**src/rtl/fft_bfly_sched_if.sv**
```systemverilog
// ---------------------------------------------------------------------------
// fft_bfly_sched_if
// Bundles the control handshake and memory/datapath strobes of the radix-2
// butterfly scheduler.
//   master : FFT top-level side (drives start/stall, observes everything else)
//   slave  : scheduler side (fft_bfly_sched)
// Signals:
//   start, stall          control requests into the scheduler
//   busy, done, stage     run status
//   rd_en, rd_addr_a/b    butterfly issue to sample RAM
//   tw_idx                twiddle ROM index (W_N^tw_idx)
//   wr_en, wr_addr_a/b    write-back of both butterfly results
// ---------------------------------------------------------------------------
interface fft_bfly_sched_if #(
  parameter int LOG2N = 4
);
  logic             start;
  logic             stall;
  logic             busy;
  logic             done;
  logic [LOG2N-1:0] stage;
  logic             rd_en;
  logic [LOG2N-1:0] rd_addr_a;
  logic [LOG2N-1:0] rd_addr_b;
  logic [LOG2N-2:0] tw_idx;
  logic             wr_en;
  logic [LOG2N-1:0] wr_addr_a;
  logic [LOG2N-1:0] wr_addr_b;

  modport master (
    output start, stall,
    input  busy, done, stage, rd_en, rd_addr_a, rd_addr_b, tw_idx,
           wr_en, wr_addr_a, wr_addr_b
  );

  modport slave (
    input  start, stall,
    output busy, done, stage, rd_en, rd_addr_a, rd_addr_b, tw_idx,
           wr_en, wr_addr_a, wr_addr_b
  );
endinterface

```
**src/rtl/fft_bfly_sched.sv**
```systemverilog
// ---------------------------------------------------------------------------
// fft_bfly_sched
// Sequencer for an in-place radix-2 DIT FFT that time-shares one butterfly
// datapath. Each unstalled ISSUE cycle emits one butterfly (two read
// addresses plus a twiddle index); the addresses are delayed PIPE_LAT cycles
// to form the write-back. Between stages the pipeline is drained so a read
// of stage s+1 never overtakes a write of stage s.
// Ports:
//   clk    rising-edge clock
//   rst_n  asynchronous active-low reset
//   bus    fft_bfly_sched_if.slave (start/stall in; busy, done, stage,
//          rd_en/rd_addr_a/rd_addr_b/tw_idx, wr_en/wr_addr_a/wr_addr_b out)
// Parameters:
//   LOG2N     log2 of FFT length (2..10)
//   PIPE_LAT  cycles from rd_en to wr_en (1..8)
// ---------------------------------------------------------------------------
module fft_bfly_sched #(
  parameter int LOG2N    = 4,
  parameter int PIPE_LAT = 2
) (
  input  logic                clk,
  input  logic                rst_n,
  fft_bfly_sched_if.slave     bus
);

  localparam int AW = LOG2N;
  localparam int KW = LOG2N - 1;
  localparam logic [AW-1:0] LAST_STAGE = AW'(LOG2N - 1);

  typedef enum logic [1:0] {
    IDLE,
    ISSUE,
    DRAIN,
    DONE
  } state_t;

  state_t            r_state;
  state_t            w_stateNext;
  logic [KW-1:0]     r_k;
  logic [KW-1:0]     w_kNext;
  logic [AW-1:0]     r_stage;
  logic [AW-1:0]     w_stageNext;

  logic [PIPE_LAT-1:0]         r_pipeValid;
  logic [PIPE_LAT-1:0][AW-1:0] r_pipeA;
  logic [PIPE_LAT-1:0][AW-1:0] r_pipeB;

  logic              w_issue;
  logic              w_pend;
  logic [KW-1:0]     w_ones;
  logic [KW-1:0]     w_posMask;
  logic [KW-1:0]     w_pos;
  logic [KW-1:0]     w_grp;
  logic [AW-1:0]     w_half;
  logic [AW-1:0]     w_addrA;
  logic [AW-1:0]     w_addrB;
  logic [AW-1:0]     w_twShift;
  logic [KW-1:0]     w_tw;
  logic              w_wrEn;

  assign w_issue = (r_state == ISSUE) && !bus.stall;

  // Butterfly address decode from the registered (stage, k) pair.
  // posMask = half-1 computed in KW bits: for the last stage the shift
  // pushes every bit out and the mask becomes all ones, which is exactly
  // half-1 there as well.
  assign w_ones    = '1;
  assign w_posMask = ~(w_ones << r_stage);
  assign w_pos     = r_k & w_posMask;
  assign w_grp     = r_k >> r_stage;
  assign w_half    = {1'b0, w_posMask} + AW'(1);
  assign w_addrA   = (({1'b0, w_grp} << r_stage) << 1) | {1'b0, w_pos};
  assign w_addrB   = w_addrA | w_half;
  assign w_twShift = LAST_STAGE - r_stage;
  assign w_tw      = w_pos << w_twShift;

  // True while some write would still be in flight after the next shift.
  // The oldest slot is excluded: it retires in the current cycle, so the
  // next stage may start reading right after it.
  always_comb begin
    w_pend = 1'b0;
    for (int i = 0; i < PIPE_LAT - 1; i++) begin
      w_pend = w_pend | r_pipeValid[i];
    end
  end

  // Next-state logic; a stall freezes everything, including IDLE.
  always_comb begin
    w_stateNext = r_state;
    w_kNext     = r_k;
    w_stageNext = r_stage;
    if (!bus.stall) begin
      case (r_state)
        IDLE: begin
          if (bus.start) begin
            w_stateNext = ISSUE;
            w_kNext     = '0;
            w_stageNext = '0;
          end
        end
        ISSUE: begin
          w_kNext = r_k + KW'(1);
          if (r_k == '1) begin
            w_stateNext = DRAIN;
            w_kNext     = '0;
          end
        end
        DRAIN: begin
          if (!w_pend) begin
            if (r_stage == LAST_STAGE) begin
              w_stateNext = DONE;
            end else begin
              w_stateNext = ISSUE;
              w_stageNext = r_stage + AW'(1);
              w_kNext     = '0;
            end
          end
        end
        DONE: begin
          w_stateNext = IDLE;
          w_stageNext = '0;
        end
        default: begin
          w_stateNext = IDLE;
        end
      endcase
    end
  end

  always_ff @(posedge clk or negedge rst_n) begin
    if (!rst_n) begin
      r_state <= IDLE;
      r_k     <= '0;
      r_stage <= '0;
    end else begin
      r_state <= w_stateNext;
      r_k     <= w_kNext;
      r_stage <= w_stageNext;
    end
  end

  // Write-back delay line: slot 0 takes the current issue, the last slot
  // drives the write strobe.
  always_ff @(posedge clk or negedge rst_n) begin
    if (!rst_n) begin
      r_pipeValid <= '0;
      r_pipeA     <= '0;
      r_pipeB     <= '0;
    end else if (!bus.stall) begin
      r_pipeValid[0] <= w_issue;
      r_pipeA[0]     <= w_addrA;
      r_pipeB[0]     <= w_addrB;
      for (int i = 1; i < PIPE_LAT; i++) begin
        r_pipeValid[i] <= r_pipeValid[i-1];
        r_pipeA[i]     <= r_pipeA[i-1];
        r_pipeB[i]     <= r_pipeB[i-1];
      end
    end
  end

  assign w_wrEn = r_pipeValid[PIPE_LAT-1] && !bus.stall;

  assign bus.busy      = (r_state != IDLE);
  assign bus.done      = (r_state == DONE) && !bus.stall;
  assign bus.stage     = r_stage;
  assign bus.rd_en     = w_issue;
  assign bus.rd_addr_a = w_issue ? w_addrA : '0;
  assign bus.rd_addr_b = w_issue ? w_addrB : '0;
  assign bus.tw_idx    = w_issue ? w_tw : '0;
  assign bus.wr_en     = w_wrEn;
  assign bus.wr_addr_a = w_wrEn ? r_pipeA[PIPE_LAT-1] : '0;
  assign bus.wr_addr_b = w_wrEn ? r_pipeB[PIPE_LAT-1] : '0;

endmodule

```
**src/flat_wrapper.sv**
```systemverilog
// flat-port wrapper written by rule: the top's interface ports become plain ports
module fft_bfly_sched_flat 
#(
  parameter int LOG2N    = 4,
  parameter int PIPE_LAT = 2
)
  (clk, rst_n, bus_start, bus_stall, bus_busy, bus_done, bus_stage, bus_rd_en, bus_rd_addr_a, bus_rd_addr_b, bus_tw_idx, bus_wr_en, bus_wr_addr_a, bus_wr_addr_b);
  fft_bfly_sched_if #(.LOG2N(LOG2N)) bus_i ();
  input  logic clk;
  input  logic rst_n;
  input wire logic [$bits(bus_i.start)-1:0] bus_start;
  input wire logic [$bits(bus_i.stall)-1:0] bus_stall;
  output wire logic [$bits(bus_i.busy)-1:0] bus_busy;
  output wire logic [$bits(bus_i.done)-1:0] bus_done;
  output wire logic [$bits(bus_i.stage)-1:0] bus_stage;
  output wire logic [$bits(bus_i.rd_en)-1:0] bus_rd_en;
  output wire logic [$bits(bus_i.rd_addr_a)-1:0] bus_rd_addr_a;
  output wire logic [$bits(bus_i.rd_addr_b)-1:0] bus_rd_addr_b;
  output wire logic [$bits(bus_i.tw_idx)-1:0] bus_tw_idx;
  output wire logic [$bits(bus_i.wr_en)-1:0] bus_wr_en;
  output wire logic [$bits(bus_i.wr_addr_a)-1:0] bus_wr_addr_a;
  output wire logic [$bits(bus_i.wr_addr_b)-1:0] bus_wr_addr_b;
  assign bus_i.start = bus_start;
  assign bus_i.stall = bus_stall;
  assign bus_busy = bus_i.busy;
  assign bus_done = bus_i.done;
  assign bus_stage = bus_i.stage;
  assign bus_rd_en = bus_i.rd_en;
  assign bus_rd_addr_a = bus_i.rd_addr_a;
  assign bus_rd_addr_b = bus_i.rd_addr_b;
  assign bus_tw_idx = bus_i.tw_idx;
  assign bus_wr_en = bus_i.wr_en;
  assign bus_wr_addr_a = bus_i.wr_addr_a;
  assign bus_wr_addr_b = bus_i.wr_addr_b;
  fft_bfly_sched #(.LOG2N(LOG2N), .PIPE_LAT(PIPE_LAT)) u_core (.clk(clk), .rst_n(rst_n), .bus(bus_i));
endmodule
```
**config.mk**
```make
export PLATFORM = sky130hd
export DESIGN_NAME = fft_bfly_sched_flat
export DESIGN_NICKNAME = d
export VERILOG_FILES = /design/src/rtl/fft_bfly_sched_if.sv /design/src/rtl/fft_bfly_sched.sv /design/src/flat_wrapper.sv
export SDC_FILE = /design/constraint.sdc
export NUM_CORES = 1
export LEC_CHECK = 0
export CORE_UTILIZATION = 45
export DETAILED_ROUTE_END_ITERATION = 16
export GPL_TIMING_DRIVEN = 0
export PLACE_DENSITY = 0.72
export SLEW_MARGIN = 20
export SYNTH_ARGS = -nofsm -noshare
export SYNTH_HDL_FRONTEND = slang
export SYNTH_SLANG_ARGS = --single-unit
```
**constraint.sdc**
```tcl
create_clock -name clk -period 4.25 [get_ports clk]
set_clock_uncertainty 0.2 [all_clocks]
set_input_delay 0.85 -clock clk [delete_from_list [all_inputs] [get_ports clk]]
set_output_delay 0.85 -clock clk [all_outputs]
set_load 0.02 [all_outputs]
```
Yosys cells after proc, flatten, opt, wreduce, memory -nomap -nowiden
Index checks and enable logic that the tools add are counted.

cells by class
  add/sub/neg operators = 4
  equality and inequality tests = 9
  shift operators = 4
  muxes and demuxes = 19
  bitwise operators = 5
  reduce and logical (&&, ||, !) cells = 11

operators with widths
  operator             number
  $mux 4               7
  $mux 3               5
  $pmux 4 s3           1
  $reduce_and 5->1     2
  $pmux 3 s3           1
  $mux 2               4
  $ne 2x2->1 const B   4
  $pmux 2 s4           1
  $shl 3x4->3          2
  $reduce_bool 3->1    2
  $add 3x1->4 const B  1
  $add 4x1->4 const B  1
  $eq 2x2->1 const B   2
  $eq 4x2->1 const B   1
  $or 4x3->4           1
  $or 4x4->4           1
  $reduce_and 4->1     1
  $shl 3x4->3 const A  1
  $shr 3x4->3          1
  $sub 2x4->4 const A  1
  $add 3x1->3 const B  1
  $and 3x3->3          1
  $eq 3x3->1 const B   1
  $logic_and 1x1->1    3
  6 further kinds      6

word-level totals
  register bits = 27
  bits of input ports = 4
  logic and storage cells = 60

Depth between registers and ports, before layout
Gate-level depths: netlist of run 1.

  depth in word-level cells = 6
  depth in mapped cells = 7

Worst setup path after synthesis of run 1
OpenSTA, ideal clock, no wires.

  path kind = register to output
  start point = register u_core.r_stage[0] (netlist: u_core.bus.stage[0])
  end point = output bus_rd_addr_b[2]
  data arrival time = 1.895 ns
  path slack = 1.305 ns
  cell stages (with the launch flop) = 7
  cell sequence = dfrtp_1 > clkbuf_1 > nor4_1 > inv_1 > ha_1 > xnor2_1 > a21oi_1

on the way
  cells in the longest elaborated chain, start to end = 6
  elaborated cells on any way between the ends = 9

RTL lines
  element                                                              line                   RTL
  start: declaration                                                   fft_bfly_sched.sv:41   logic [AW-1:0] r_stage;
  start signal: assignment                                             fft_bfly_sched.sv:138  r_stage <= w_stageNext;
  parallel branches: the longest is 4 deep, another holds $add 3x1->4  -
  $or 4x4->4 (*)                                                       fft_bfly_sched.sv:73   assign w_addrB = w_addrA | w_half;
  $mux 4 (*)                                                           fft_bfly_sched.sv:168  assign bus.rd_addr_b = w_issue ? w_addrB : '0;
  end: declaration                                                     flat_wrapper.sv:18     output wire logic [$bits(bus_i.rd_addr_b)-1:0] bus_rd_addr_b;

Every way passes the cells marked *.

Worst setup path after layout of run 1
  start point = input bus_stall
  end point = output bus_tw_idx[1]

on the way
  cells in the longest elaborated chain, start to end = 3

RTL lines
  element             line                   RTL
  start: declaration  flat_wrapper.sv:12     input wire logic [$bits(bus_i.stall)-1:0] bus_stall;
  $logic_not 1->1     fft_bfly_sched.sv:61   assign w_issue = (r_state == ISSUE) && !bus.stall;
  $logic_and 1x1->1   fft_bfly_sched.sv:61
  $mux 3              fft_bfly_sched.sv:169  assign bus.tw_idx = w_issue ? w_tw : '0;
  end: declaration    flat_wrapper.sv:19     output wire logic [$bits(bus_i.tw_idx)-1:0] bus_tw_idx;

No other way between the ends.

==> results.yml, run 1 <==
outcome:
  outcome: "complete, no violations"
synthesis:
  synthArstFlopShare_pct: 100
  syn-num-nets: 172
  synth_edf_count: 0
  synthCells: 163
  synth_flop_cell: "dfrtp_1"
  yosys_warnings: 0
  avgSynthCellArea_um2: 9.35
  ys_seq_area_share_pct: 44.3
  syn_area_um2: 1520
  synth_seq_cells: 27
  synth_cell_types: 41
pwr:
  vdd_drop_max_uv: 334
  p_per_area_nw_per_um2: 574
  switching_share_pct: 40.7
  clockPowerShare_pct: 10.7
  total_power_uw: 1090
  intPower_uw: 649
  p_sw_uw: 445
  seqPwrFrac_pct: 38.9
  combPwrFrac_pct: 50.4
  power.leakage_uw: 0.000844
critical_path:
  crit_fanout: 4
  cp_slowest_cell: "clkdlybuf4s50_1"
  worstSetupPathType: "primary input to primary output"
  required_ns: 3.20
  crit_start: "bus_stall"
  worst_ep_arrival_time_ns: 2.88
  endpoint_kind: "primary output"
  critPathTopFamily: "buffers and inverters"
  reg2reg_from: "u_core.bus.stage[0]"
  cpMostUsedCell: "clkdlybuf4s50_1"
  crit_chain: "clkdlybuf4s50_1 > or3b_1 > or3_4 > nor3b_2 > clkdlybuf4s50_1"
  critPathLaunchType: "primary input"
  slowest_delay_ns: 0.62
  ff2ff_setup_slack_ns: 1.81
  crit_buf_inv: 2
drt:
  drt-pass1-iter-count: 4
  wire_per_inst_um: 13.5
  wl_met2_um: 1600
  via_count: 1258
  viasPerCell: 5.22
  drt-initial-drc-count: 36
  met3_length_um: 92
  wl_met1_um: 1550
  drc: 0
  ant_nets: 0
  routed.top_layer: "met4"
  drt-total-wl_um: 3260
cells_and_area:
  nets: 207
  finish.instance_area_um2: 1900
  fill_cells: 284
  antennaDiodeCount: 0
  utilization_pct: 60.9
  layout-drive-gt1-share_pct: 16.2
  syn2layout_area_growth_pct: 25.0
cts:
  holdBufCountCts: 0
  cts_resized: 0
  cts.sinks: 27
  cts_tree: "done"
  insertion_delay_ns: 0.33
  cts_max_level: 1
  cts_root_buffer: "clkbuf_4"
  clk_pin_slew_ns: 0.16
  cts_buffers: 3
  cts_setup_buffers: 0
  clock_path_buffers: 2
global_routing:
  grt_pass1_wl_um: 5420
  first_global_vias: 1171
  grt_usage_pct: 20.4
  overflow: 0
  grt_max_degree: 28
  antenna_found_initial: 0
timing:
  rsz0062_at_grt: "false"
  worstMarginPinSlew_ns: 0.598
  clock.fmax_ghz: 0.255
  tns_ns: 0
  period_minus_slack_ns: 3.93
  post-route-period-util_pct: 92.4
  drv_slew: 0
  worst_slack_ns: 0.322
  setup_viol_count_final: 0
  finalHoldViolations: 0
  relSlewSlack_pct: 60.2
floorplan:
  pin_count: 31
  die_x_um: 60.2
  dieArea_um2: 3620
  num_rows: 20
  chipHeight_um: 60.2
  fp.coreArea_um2: 3130
  initial_core_util_pct: 48.7
placed_design:
  gp_congestion: 0.801
  portBuffers: 30
  placed_cell_area_um2: 1870
  pre_cts_ws_ns: 0.340
  dp_hpwl_um: 2430
min_path:
  hp-class: "primary input to async pin"
job:
  drv_cap: 0
## sequential cells by signal, summed over array words and instances, names as in the netlist
name                cells
u_core.r_state          2
u_core.r_pipeB          8
u_core.r_pipeA          8
u_core.r_k              3
u_core.r_pipeValid      2
u_core.bus.stage        4
## Yosys cell counts, drive strengths merged, types with 2 or more instances
cell / instances / area share (%)
inv: 10 / 2.5
buf: 9 / 3.2
dfrtp: 27 / 44
a22o: 3 / 1.7
a21oi: 12 / 4.2
a211o: 2 / 1.1
or2: 3 / 1.2
ha: 5 / 4.1
mux2: 10 / 7.4
nor3b: 2 / 1.3
o21ai: 9 / 3.0
nor2: 20 / 4.9
nor4: 2 / 0.82
nand2b: 2 / 0.99
nor3: 5 / 2.0
nor2b: 5 / 2.1
nand2: 13 / 3.2
and2: 9 / 3.7
clkbuf: 2 / 0.49
## cell families after synthesis
group / Yosys count / share of synthesized area, %
and+or+nand+nor: 67 / 23.9
AOI/OAI and AO/OA: 31 / 12.9
DFF: 27 / 44.3
buffers and inverters: 21 / 6.16
muxes: 11 / 8.05
adders and majority gates: 5 / 4.11
xor gates and xnor gates: 1 / 0.575
## cell usage in the layout (no fill, tap or decap), types with 3 or more instances in the layout
cell	Yosys	routed
a22o_1	3	3
nand2_1	13	13
and2_1	9	9
inv_1	9	9
buf_2	6	7
nor2_1	20	20
dfrtp_1	27	27
clkbuf_4	0	3
clkdlybuf4s50_1	0	29
mux2_2	10	10
o21ai_0	7	7
nor3_1	4	4
ha_1	5	5
a21oi_1	11	11
nor2b_1	5	5
## worst register-to-register path, stage by stage, from the launching register on
cell,delay (ns)
dfrtp_1,0.45
clkbuf_1,0.24
nor4_1,0.54
inv_1,0.12
ha_1,0.21
xnor2_1,0.21
nand2_1,0.11
mux2_2,0.27
## final timing paths
check / depth (start not counted) / to
setup reg to reg: 7 / u_core.r_pipeB[2]
min in group clk: 2 / u_core.r_pipeA[6]
hold / removal: 1 / u_core.r_k[1]
hold reg to reg: 2 / u_core.r_pipeA[6]
max in group asynchronous: 1 / u_core.r_pipeValid[1]
setup / recovery: 5 / bus_tw_idx[1]
## power groups by stage
stage	Sequential (uW)	Clock, uW	Combinational, uW
5_1_grt	438	130	604
3_3_place_gp	426	0	536
3_5_place_dp	432	0	553
6_report	425	117	551
2_1_floorplan	415	0	370
4_1_cts	426	118	556
## through the flow
step | cells | hold WS (ns)
floorplan | 163 | 0.245
global placement | 237 | 0.270
detailed placement | 237 | 0.272
CTS | 241 | 0.307
global route | 241 | 0.335
finish | 241 | 0.294
## final cells by class
class,count,area (um2),area share (%)
Buffer,11,56.3,2.96
Clock buffer,3,22.5,1.18
Clock inverter,1,7.51,0.394
Inverter,10,37.5,1.97
Multi-Input combinational cell,115,754,39.6
Sequential cell,27,676,35.5
Tap cell,44,55.1,2.89
Timing Repair Buffer,30,295,15.5
## per-layer routing
metal  GRT usage (%)  vias to the layer above
li1                -                      619
met1            28.1                      615
met2            33.1                       22
met3            2.60                        2
met4            6.64                        0
met5               0                        -
No activity file was read; power rests on OpenSTA's default activity.
==> run 2, diff against run 1 <==
--- a/config.mk
+++ b/config.mk
@@ -6,6 +6,7 @@
 export NUM_CORES = 1
 export LEC_CHECK = 0
 export CORE_UTILIZATION = 45
+export CTS_BUF_LIST = sky130_fd_sc_hd__clkbuf_16
 export DETAILED_ROUTE_END_ITERATION = 16
 export GPL_TIMING_DRIVEN = 0
 export PLACE_DENSITY = 0.72
==> results.yml, run 2 (synthesis gave the netlist of run 1 again) <==
min_path:
  hp-class: "flop to flop"
  whs_path_depth: 2
  hold_path.startpoint: "u_core.r_pipeB[4]"
  holdPathEnd: "u_core.r_pipeB[4]"
cts:
  insertion_delay_ns: 0.26
  clock_path_buffers: 2
  cts_buffers: 3
  holdBufCountCts: 0
  cts_tree: "done"
  cts_resized: 0
  cts_root_buffer: "clkbuf_16"
  cts_setup_buffers: 0
  clk_pin_slew_ns: 0.07
  cts_max_level: 1
  cts.sinks: 27
floorplan:
  num_rows: 20
  initial_core_util_pct: 48.7
  die_x_um: 60.2
  pin_count: 31
  chipHeight_um: 60.2
  dieArea_um2: 3620
  fp.coreArea_um2: 3130
placed_design:
  gp_congestion: 0.801
  placed_cell_area_um2: 1870
  dp_hpwl_um: 2430
  dp.cells: 237
  portBuffers: 30
drt:
  drc: 0
  viasPerCell: 5.22
  ant_nets: 0
  drt-pass1-iter-count: 5
  drt-total-wl_um: 3390
  drt-initial-drc-count: 46
  via_count: 1257
  wire_per_inst_um: 14.1
timing:
  setup_viol_count_final: 0
  period_minus_slack_ns: 3.93
  drv_slew: 0
  tns_ns: 0
  clock.fmax_ghz: 0.254
  worstMarginPinSlew_ns: 0.605
  post-route-period-util_pct: 92.6
  relSlewSlack_pct: 59.6
  rsz0062_at_grt: "false"
  finalHoldViolations: 0
critical_path:
  worstSetupPathType: "primary input to primary output"
  crit_buf_inv: 2
  ff2ff_setup_slack_ns: 1.86
  worstReg2RegEnd: "u_core.r_pipeB[2]"
  slowest_delay_ns: 0.62
  cpMostUsedCell: "clkdlybuf4s50_1"
  critPathLaunchType: "primary input"
  cp_slowest_cell: "clkdlybuf4s50_1"
  crit_chain: "clkdlybuf4s50_1 > or3b_1 > or3_4 > nor3b_2 > clkdlybuf4s50_1"
  worst_ep_arrival_time_ns: 2.88
  rr_worst_depth: 7
  critPathTopFamily: "buffers and inverters"
  endpoint_kind: "primary output"
  required_ns: 3.20
  reg2reg_from: "u_core.bus.stage[0]"
  crit_fanout: 4
cells_and_area:
  regArea_um2: 676
  finish.instance_area_um2: 1960
  multi_input_area_um2: 754
  syn2layout_area_growth_pct: 28.4
  layout-drive-gt1-share_pct: 16.2
  nets: 207
  fill_cells: 281
  utilization_pct: 62.6
  fin_cells: 241
  layout_common_cells: "clkdlybuf4s50_1, dfrtp_1, nor2_1, nand2_1, a21oi_1"
  antennaDiodeCount: 0
  final_common_cell: "clkdlybuf4s50_1"
global_routing:
  grt_pass1_wl_um: 5570
  overflow: 0
  first_global_vias: 1187
  grt_max_degree: 28
  grt_usage_pct: 21.1
  antenna_found_initial: 0
pwr:
  power.leakage_uw: 0.000868
  vdd_drop_max_uv: 332
  p_per_area_nw_per_um2: 615
job:
  drv_cap: 0
outcome:
  outcome: "complete, no violations"
==> run 2: area by class of cell <==
cell class / instances / area share (%)
Tap cell: 44 / 2.81
Multi-Input combinational cell: 115 / 38.6
Inverter: 10 / 1.92
Timing Repair Buffer: 30 / 15.1
Sequential cell: 27 / 34.5
Clock inverter: 1 / 0.384
Buffer: 11 / 2.88
Clock buffer: 3 / 3.84
==> run 2: how the worst max path moves through the flow <==
| stage | startpoint | to | slack [ns] | cells after the start |
|---|---|---|---|---|
| 2_1_floorplan | u_core.bus.stage[0] | bus_rd_addr_b[2] | 1.30 | 6 |
| 3_3_place_gp | bus_stall | bus_tw_idx[1] | 0.33 | 5 |
| 3_5_place_dp | bus_stall | bus_tw_idx[1] | 0.34 | 5 |
| 4_1_cts | bus_stall | bus_tw_idx[1] | 0.31 | 5 |
| 5_1_grt | bus_stall | bus_tw_idx[1] | 0.27 | 5 |
| 6_report | bus_stall | bus_tw_idx[1] | 0.32 | 5 |
==> run 2: through the flow <==
step | hold slack [ns] | setup slack, ns | total power (uW)
detailed placement | 0.272 | 0.340 | 985
CTS | 0.289 | 0.311 | 1210
global route | 0.319 | 0.270 | 1280
global placement | 0.270 | 0.327 | 962
floorplan | 0.245 | 1.30 | 786
finish | 0.287 | 0.316 | 1200
==> run 2: routing by layer <==
layer / vias up / track usage (%) / share of wire, %
li1: 624 / - / -
met1: 602 / 28.0 / 47
met2: 24 / 34.5 / 48
met3: 7 / 2.60 / 3.1
met4: 0 / 8.64 / 1.6
met5: - / 0 / 0
==> run 2: worst min-delay path, stage by stage (launching register included) <==
cell and delay, ns:
dfrtp_1 0.34, nand2_1 0.05, o21ai_0 0.06
==> run 2: power breakdown <==
group	leakage (uW)	internal, uW	switching [uW]
combinational	0.000493	262	293
clock	0.0000371	128	92.1
sequential	0.000338	352	76.3
total	0.000868	742	461
